[src/rtl/panel_scroll_if.sv]
// Panel scroll control bus: run/step controls toward the scroll controller and
// the shared cell select code, shift strobe and scroll position back out.
//   en, dir, speed, step : controls driven by the master (host/sequencer)
//   sel0, sel1           : select code broadcast to every panel cell
//   shift, wrap          : one-cycle strobes while a shift code is presented
//   pos                  : current scroll position, 0..N_COLS-1
interface panel_scroll_if #(
    parameter int POS_W = 3
);
    logic             en;
    logic             dir;
    logic [1:0]       speed;
    logic             step;
    logic             sel0;
    logic             sel1;
    logic             shift;
    logic             wrap;
    logic [POS_W-1:0] pos;

    modport master (
        output en, dir, speed, step,
        input  sel0, sel1, shift, pos, wrap
    );

    modport slave (
        input  en, dir, speed, step,
        output sel0, sel1, shift, pos, wrap
    );
endinterface

[src/rtl/panel_scroll_ctrl.sv]
// Timing/control end of the panel shift chain. Produces the shared {sel1,sel0}
// code (01 hold, 10 take previous neighbour, 11 take next neighbour), issues
// one-cycle shifts at a programmable rate or on a manual step edge, and tracks
// the scroll position modulo N_COLS.
// Ports:
//   clk  : system clock, rising edge
//   rst  : asynchronous active-high reset
//   bus  : panel_scroll_if slave (en/dir/speed/step in; sel/shift/wrap/pos out)
// All outputs come straight from flops; nothing from the inputs reaches them
// combinationally.
module panel_scroll_ctrl #(
    parameter int CLK_DIV = 50_000_000,
    parameter int N_COLS  = 8,
    parameter int POS_W   = 3
) (
    input logic           clk,
    input logic           rst,
    panel_scroll_if.slave bus
);
    localparam int PW = $clog2(CLK_DIV);

    typedef enum logic [1:0] {IDLE, RUN, SHIFT} state_t;

    state_t           state, state_nx;
    logic [PW-1:0]    presc, presc_nx;
    logic [POS_W-1:0] pos, pos_nx;
    logic [1:0]       sel, sel_nx;
    logic             shift, shift_nx;
    logic             wrap, wrap_nx;
    logic             sdir, sdir_nx;
    logic             step_q;
    logic             step_edge;
    logic [31:0]      term;
    logic             at_term;

    // Terminal count follows speed live; ">=" makes a speed-up that leaves the
    // count beyond the new terminal fire on the next decision edge.
    assign term      = (32'(CLK_DIV) >> bus.speed) - 32'd1;
    assign at_term   = 32'(presc) >= term;
    assign step_edge = bus.step & ~step_q;

    always_comb begin
        state_nx = state;
        presc_nx = presc;
        pos_nx   = pos;
        sdir_nx  = sdir;
        sel_nx   = 2'b01;
        shift_nx = 1'b0;
        wrap_nx  = 1'b0;
        case (state)
            IDLE: begin
                // en takes priority over a coincident step edge
                if (bus.en) begin
                    state_nx = RUN;
                    presc_nx = '0;
                end else if (step_edge) begin
                    state_nx = SHIFT;
                end
            end
            RUN: begin
                // pausing beats a same-cycle terminal count
                if (!bus.en) begin
                    state_nx = IDLE;
                    presc_nx = '0;
                end else if (at_term) begin
                    state_nx = SHIFT;
                    presc_nx = '0;
                end else begin
                    presc_nx = presc + PW'(1);
                end
            end
            SHIFT: begin
                state_nx = bus.en ? RUN : IDLE;
                presc_nx = '0;
                if (sdir)
                    pos_nx = (pos == '0) ? POS_W'(N_COLS - 1) : pos - POS_W'(1);
                else
                    pos_nx = (pos == POS_W'(N_COLS - 1)) ? '0 : pos + POS_W'(1);
            end
            default: state_nx = IDLE;
        endcase

        // dir is captured at the decision edge and held for the SHIFT cycle;
        // pos is stable until the edge that ends SHIFT, so wrap uses it here.
        if (state_nx == SHIFT) begin
            sdir_nx  = bus.dir;
            sel_nx   = {1'b1, bus.dir};
            shift_nx = 1'b1;
            wrap_nx  = bus.dir ? (pos == '0) : (pos == POS_W'(N_COLS - 1));
        end
    end

    always_ff @(posedge clk or posedge rst) begin
        if (rst) begin
            state  <= IDLE;
            presc  <= '0;
            pos    <= '0;
            sel    <= 2'b00;
            shift  <= 1'b0;
            wrap   <= 1'b0;
            sdir   <= 1'b0;
            step_q <= 1'b0;
        end else begin
            state  <= state_nx;
            presc  <= presc_nx;
            pos    <= pos_nx;
            sel    <= sel_nx;
            shift  <= shift_nx;
            wrap   <= wrap_nx;
            sdir   <= sdir_nx;
            step_q <= bus.step;
        end
    end

    assign bus.sel0  = sel[0];
    assign bus.sel1  = sel[1];
    assign bus.shift = shift;
    assign bus.wrap  = wrap;
    assign bus.pos   = pos;
endmodule
[src/flat_wrapper.sv]
// flat-port wrapper written by rule: the top's interface ports become plain ports
module panel_scroll_ctrl_flat 
#(
    parameter int CLK_DIV = 50_000_000,
    parameter int N_COLS  = 8,
    parameter int POS_W   = 3
)
  (clk, rst, bus_en, bus_dir, bus_speed, bus_step, bus_sel0, bus_sel1, bus_shift, bus_pos, bus_wrap);
  panel_scroll_if #(.POS_W(POS_W)) bus_i ();
  input logic clk;
  input logic rst;
  input wire logic [$bits(bus_i.en)-1:0] bus_en;
  input wire logic [$bits(bus_i.dir)-1:0] bus_dir;
  input wire logic [$bits(bus_i.speed)-1:0] bus_speed;
  input wire logic [$bits(bus_i.step)-1:0] bus_step;
  output wire logic [$bits(bus_i.sel0)-1:0] bus_sel0;
  output wire logic [$bits(bus_i.sel1)-1:0] bus_sel1;
  output wire logic [$bits(bus_i.shift)-1:0] bus_shift;
  output wire logic [$bits(bus_i.pos)-1:0] bus_pos;
  output wire logic [$bits(bus_i.wrap)-1:0] bus_wrap;
  assign bus_i.en = bus_en;
  assign bus_i.dir = bus_dir;
  assign bus_i.speed = bus_speed;
  assign bus_i.step = bus_step;
  assign bus_sel0 = bus_i.sel0;
  assign bus_sel1 = bus_i.sel1;
  assign bus_shift = bus_i.shift;
  assign bus_pos = bus_i.pos;
  assign bus_wrap = bus_i.wrap;
  panel_scroll_ctrl #(.CLK_DIV(CLK_DIV), .N_COLS(N_COLS), .POS_W(POS_W)) u_core (.clk(clk), .rst(rst), .bus(bus_i));
endmodule
[config.mk]
export PLATFORM = sky130hd
export DESIGN_NAME = panel_scroll_ctrl_flat
export DESIGN_NICKNAME = d
export VERILOG_FILES = /design/src/rtl/panel_scroll_if.sv /design/src/rtl/panel_scroll_ctrl.sv /design/src/flat_wrapper.sv
export SDC_FILE = /design/constraint.sdc
export NUM_CORES = 1
export LEC_CHECK = 0
export BUFFER_PORTS_ARGS = -buffer_cell sky130_fd_sc_hd__buf_2
export CAP_MARGIN = 20
export CORE_MARGIN = 3
export CORE_UTILIZATION = 35
export DETAILED_ROUTE_END_ITERATION = 7
export MAX_ROUTING_LAYER = met4
export PLACE_DENSITY_LB_ADDON = 0.2
export SYNTH_ARGS = -nofsm -noshare
export SYNTH_HDL_FRONTEND = slang
export SYNTH_SLANG_ARGS = --single-unit
[constraint.sdc]
create_clock -name clk -period 3.9 [get_ports clk]
set_clock_uncertainty 0.2 [all_clocks]
set_input_delay 0.195 -clock clk [delete_from_list [all_inputs] [get_ports clk]]
set_output_delay 0.195 -clock clk [all_outputs]
set_load 0.05 [all_outputs]
* Word level (Yosys, flattened, before mapping)
Cells that the tools add are included.
** Storage, ports and cells
- Flip-flop bits (word level) :: 37
- Output and inout port bits :: 7
- Input port bits :: 7
** Operators by class
- Reductions and logical operators :: 4
- Multiplexer cells :: 17
- Magnitude comparators :: 1
- Eq/ne operators :: 5
- Shifts and indexed selects :: 1
- Bitwise logic cells :: 2
- $add $sub $neg :: 4
** Operators by type and width (count)
- $mux W26 :: 3
- $pmux W26 S3 :: 1
- $ge A26 B32 Y1 :: 1
- $shr A26 B2 Y32 const A :: 1
- $sub A32 B1 Y32 const B :: 1
- $add A26 B1 Y26 const B :: 1
- $mux W2 :: 5
- $mux W3 :: 3
- $pmux W2 S3 :: 1
- $eq A2 B2 Y1 const B :: 2
- $mux W1 :: 4
- $add A3 B1 Y3 const B :: 1
- $eq A3 B3 Y1 const B :: 1
- $logic_not A3 Y1 :: 1
- $reduce_bool A3 Y1 :: 1
- $sub A3 B1 Y3 const B :: 1
- $eq A2 B1 Y1 const B :: 1
- $logic_not A2 Y1 :: 1
- $ne A2 B2 Y1 const B :: 1
- $reduce_and A2 Y1 :: 1
- $and A1 B1 Y1 :: 1
- $not A1 Y1 :: 1

* Logic depth before layout (Yosys ltp)
- Word-level depth :: 8
- Mapped depth :: 13
- Mapped depth without buffers :: 11

* Worst setup path after synthesis
Ideal clock, no wire load.
- Kind :: input -> register
- Start point :: input port bus_speed[1]
- End point :: register u_core.presc[2]
- Setup time :: 0.079 ns
- Arrival :: 2.401 ns
- Data required time :: 3.621 ns
- Stages :: 13
- Path slack :: 1.220 ns
- Cell sequence :: nor2_1 -> inv_1 -> ha_1 -> ha_1 -> nand4_1 -> o22ai_1 -> a211oi_1 -> o311ai_2 -> a2111oi_4 -> buf_4 -> buf_6 -> nand2_1 -> mux2i_1
** On the way
- Cells in the longest elaborated chain, start to end :: 6
** Ends and longest elaborated chain
- from (decl) :: RTL line flat_wrapper.sv:14 : input wire logic [$bits(bus_i.speed)-1:0] bus_speed;
- $shr A26 B2 Y32 :: RTL line panel_scroll_ctrl.sv:38 : assign term = (32'(CLK_DIV) >> bus.speed) - 32'd1;
- $sub A32 B1 Y32 :: RTL line panel_scroll_ctrl.sv:38
- $ge A26 B32 Y1 :: RTL line panel_scroll_ctrl.sv:39 : assign at_term = 32'(presc) >= term;
- $mux W26 :: RTL line panel_scroll_ctrl.sv:65 : end else if (at_term) begin
- $mux W26 :: RTL line panel_scroll_ctrl.sv:62 : if (!bus.en) begin
- $pmux W26 S3 :: RTL line panel_scroll_ctrl.sv:50 : case (state)
- to (signal assigned) :: RTL line panel_scroll_ctrl.sv:105 : presc <= presc_nx;
- to (decl) :: RTL line panel_scroll_ctrl.sv:25 : logic [PW-1:0] presc, presc_nx;
No other way between the ends.
A chain may end at the register's enable or synchronous reset.

* Worst setup path after layout
- Start point :: input port bus_speed[0]
- End point :: register u_core.presc[2]
The elaborated chain is that of the path after synthesis.

==> flow_summary_export.csv <==
group,metric,value,unit
finish,diodes,0,
finish,fin_nets,328,
finish,stdcell_area,0.002793,mm^2
finish,drive_above_1_share,0.1246,
synthesis,yosys.area.top_type,"dfrtp_1",
sta,hold_viol_final,0,
floorplanning,initial_core_util,0.3645,
cts,cts-buffers-inserted,5,
global_route,grt_pass1_wl,9653,um
finish,syn_to_final_growth,11.54,%
floorplanning,dieArea,0.008204,mm^2
routing,wl_per_cell,13.80,um
power,ir_drop,0.1693,mV
power,leakage,1.319,nW
synthesis,synth_common_cells,"dfrtp_1 (36), nand2_1 (35), nand3_1 (30)",
sta,fin_hold_ws,326.8,ps
status,status,"finished, final reports clean",
placed_design,place.gp.congestion,0.7577,
synthesis,ys.flop_type,"dfrtp_1",
floorplanning,die_y,90.58,um
global_route,grt_use_met2,0.2112,
sta,fmax,348.0,MHz
cts,cts-root-buf,"clkbuf_8",
hold_path,min-delay-start,"u_core.presc[1]",
finish,nFillCells,706,
synthesis,synth.most_common_cell,"dfrtp_1",
routing,firstDrtPassIters,4,
sta,fin_crit,2874,ps
worst_setup_path,worstPathArrival,2890,ps
sta,max-slew-margin-rel,0.3791,
placed_design,dp_hpwl,3964,um
global_route,antenna_found_initial,0,
synthesis,yosysSeqAreaShare,0.3598,
cts,cts_buffer_depth,2,
global_route,gr-usage-met3,0.02500,
sta,setup_viol,0,
floorplanning,rows,30,
floorplanning,coreArea,0.006869,mm^2
synthesis,synth_area_per_cell,9.006,um^2
synthesis,synthCells,278,
floorplanning,die_w,90.58,um
cts,clk-insertion-delay-late,290,ps
global_route,grt-busiest-layer,"met2",
routing,via_per_inst,5.359,
routing,drtAntennaViolNets,0,
routing,drc,0,
synthesis,ys_types,54,
worst_setup_path,start_kind,"input pin",
worst_setup_path,r2r_start,"u_core.presc[5]",
global_route,grt_max_degree,37,
synthesis,synth_edf_count,0,
placed_design,place_area,0.002660,mm^2
global_route,grt_use_met1,0.2112,
synthesis,synth_area_leaders,"dfrtp_1 (36%), ha_1 (12%), nand3_1 (6.0%)",
synthesis,async_flop_share,1.000,
routing,vias,2106,
global_route,first_global_vias,1971,
power,powerDensity,314.1,mW/mm^2
finish,multi_input_area,0.001473,mm^2
run,maxCapViolations,0,
worst_setup_path,path_class,"in -> reg",
sta,rsz0062_at_grt,"no",
synthesis,synthesis.area,0.002504,mm^2
global_route,overflow,0,
cts,ctsHtreeMaxLevel,2,
power,power,0.0008772,W
worst_setup_path,critical_path_required,3910,ps
synthesis,synth_top_area_frac,0.3598,
cts,cts_sinks,36,
hold_path,hp-class,"reg -> reg",
placed_design,numPortBuffers,13,
sta,period_share,0.7368,
floorplanning,io-pin-count,14,
finish,regArea,900.9,um^2
cts,ctsResizeCount,0,
sta,fin_tns_setup,0,ps
worst_setup_path,crit_start,"bus_speed[0]",
synthesis,ys_warn_count,0,
worst_setup_path,cp_max_fo,20,
synthesis,synth_fp_nets,310,
sta,maxSlewViolCount,0,
global_route,gr-usage-all-layers,0.1458,
sta,worst_pin_slew,931.4,ps
synthesis,synth_seq_cells,36,
worst_setup_path,end_kind,"register",
cts,clk_pin_slew,70,ps
routing,drt-initial-drc-count,82,
routing,wl,5423,um
cts,cts_tree,"done",
==> cell usage in the layout (no fill, tap or decap), types with 4 or more instances in the layout <==
master and count:
nand3_1 30, dlygate4sd3_1 4, nor3_1 5, nand4_1 7, o21a_1 4, a21o_1 8
clkbuf_8 6, ha_1 25, nand2_1 35, nor2_1 13, o311ai_0 5, dfrtp_1 36
a21oi_1 15, o21ai_1 4, buf_2 13, inv_1 21, mux2i_1 4, and3_1 4
a22o_1 7
==> logic make-up after synthesis <==
family                   count (synthesis)  share of synthesized area
buffers and inverters                   30                    0.05197
other                                    2                   0.003000
AND/OR/NAND/NOR                        111                     0.2324
adder cells (fa/ha/maj)                 25                     0.1249
multiplexers                             5                    0.02049
flip-flops                              36                     0.3598
AO/OA/AOI/OAI                           67                     0.2004
XOR/XNOR                                 2                   0.006998
==> timing repair <==
action / CTS / global route
setup endpoints to repair: 0 / 0
setup buffers: 0 / 0
hold buffers: 4 / 0
hold endpoints to repair: 41 / 0
==> critical path, cell delays in order <==
cell,delay (ps)
buf_2,170
nor2_1,240
inv_1,80
ha_1,280
ha_1,310
nand4_1,110
o22ai_1,80
a211oi_1,260
o311ai_2,190
a2111oi_4,390
buf_4,300
a21oi_1,100
mux2i_1,160
==> report_power, final <==
part	switching [W]	internal, W	total (W)
sequential	0.0000171	0.000390	0.000407
clock	0.000135	0.000141	0.000276
combinational	0.000128	0.0000652	0.000193
total	0.000281	0.000596	0.000877
==> path summary, 6_finish.rpt <==
kind,cells after the start,slack [ps],endpoint
max,13,1030,u_core.presc[2]
min,1,330,u_core.presc[1]
max reg2reg,9,1110,u_core.presc[2]
min reg2reg,1,330,u_core.presc[1]
max in group asynchronous,4,2810,u_core.presc[9]
min in group asynchronous,4,360,u_core.presc[20]
==> sequential cells by signal, indices dropped and copies added (netlist names) <==
| name | cells |
|---|---|
| u_core.sdir | 1 |
| u_core.step_q | 1 |
| u_core.sel | 2 |
| u_core.bus.pos | 3 |
| u_core.presc | 26 |
| u_core.bus.wrap | 1 |
| u_core.state | 2 |
==> per-stage QoR <==
step / utilization / std cells / worst slack, ps
floorplan: - / 278 / 1220
global placement: 0.3873 / 381 / 808.5
detailed placement: 0.3873 / 381 / 675.5
CTS: 0.4066 / 393 / 993.3
global route: 0.4066 / 393 / 771.4
finish: 0.4066 / 393 / 1026
==> layer usage <==
layer	vias to the layer above	wire length, um	part of all wire
met2	22	2302	0.42
li1	1060	-	-
met4	0	39	0.0072
met1	1020	2911	0.54
met5	-	0	0
met3	4	170	0.031
==> cell type report <==
type | count | area share
multi-input cells | 212 | 0.5273
clock inverters | 2 | 0.003584
clock buffers | 6 | 0.02957
inverters | 21 | 0.02823
well taps | 96 | 0.04301
repair buffers | 20 | 0.04570
flip-flops and latches | 36 | 0.3226
No activity file was read; power rests on OpenSTA's default activity.
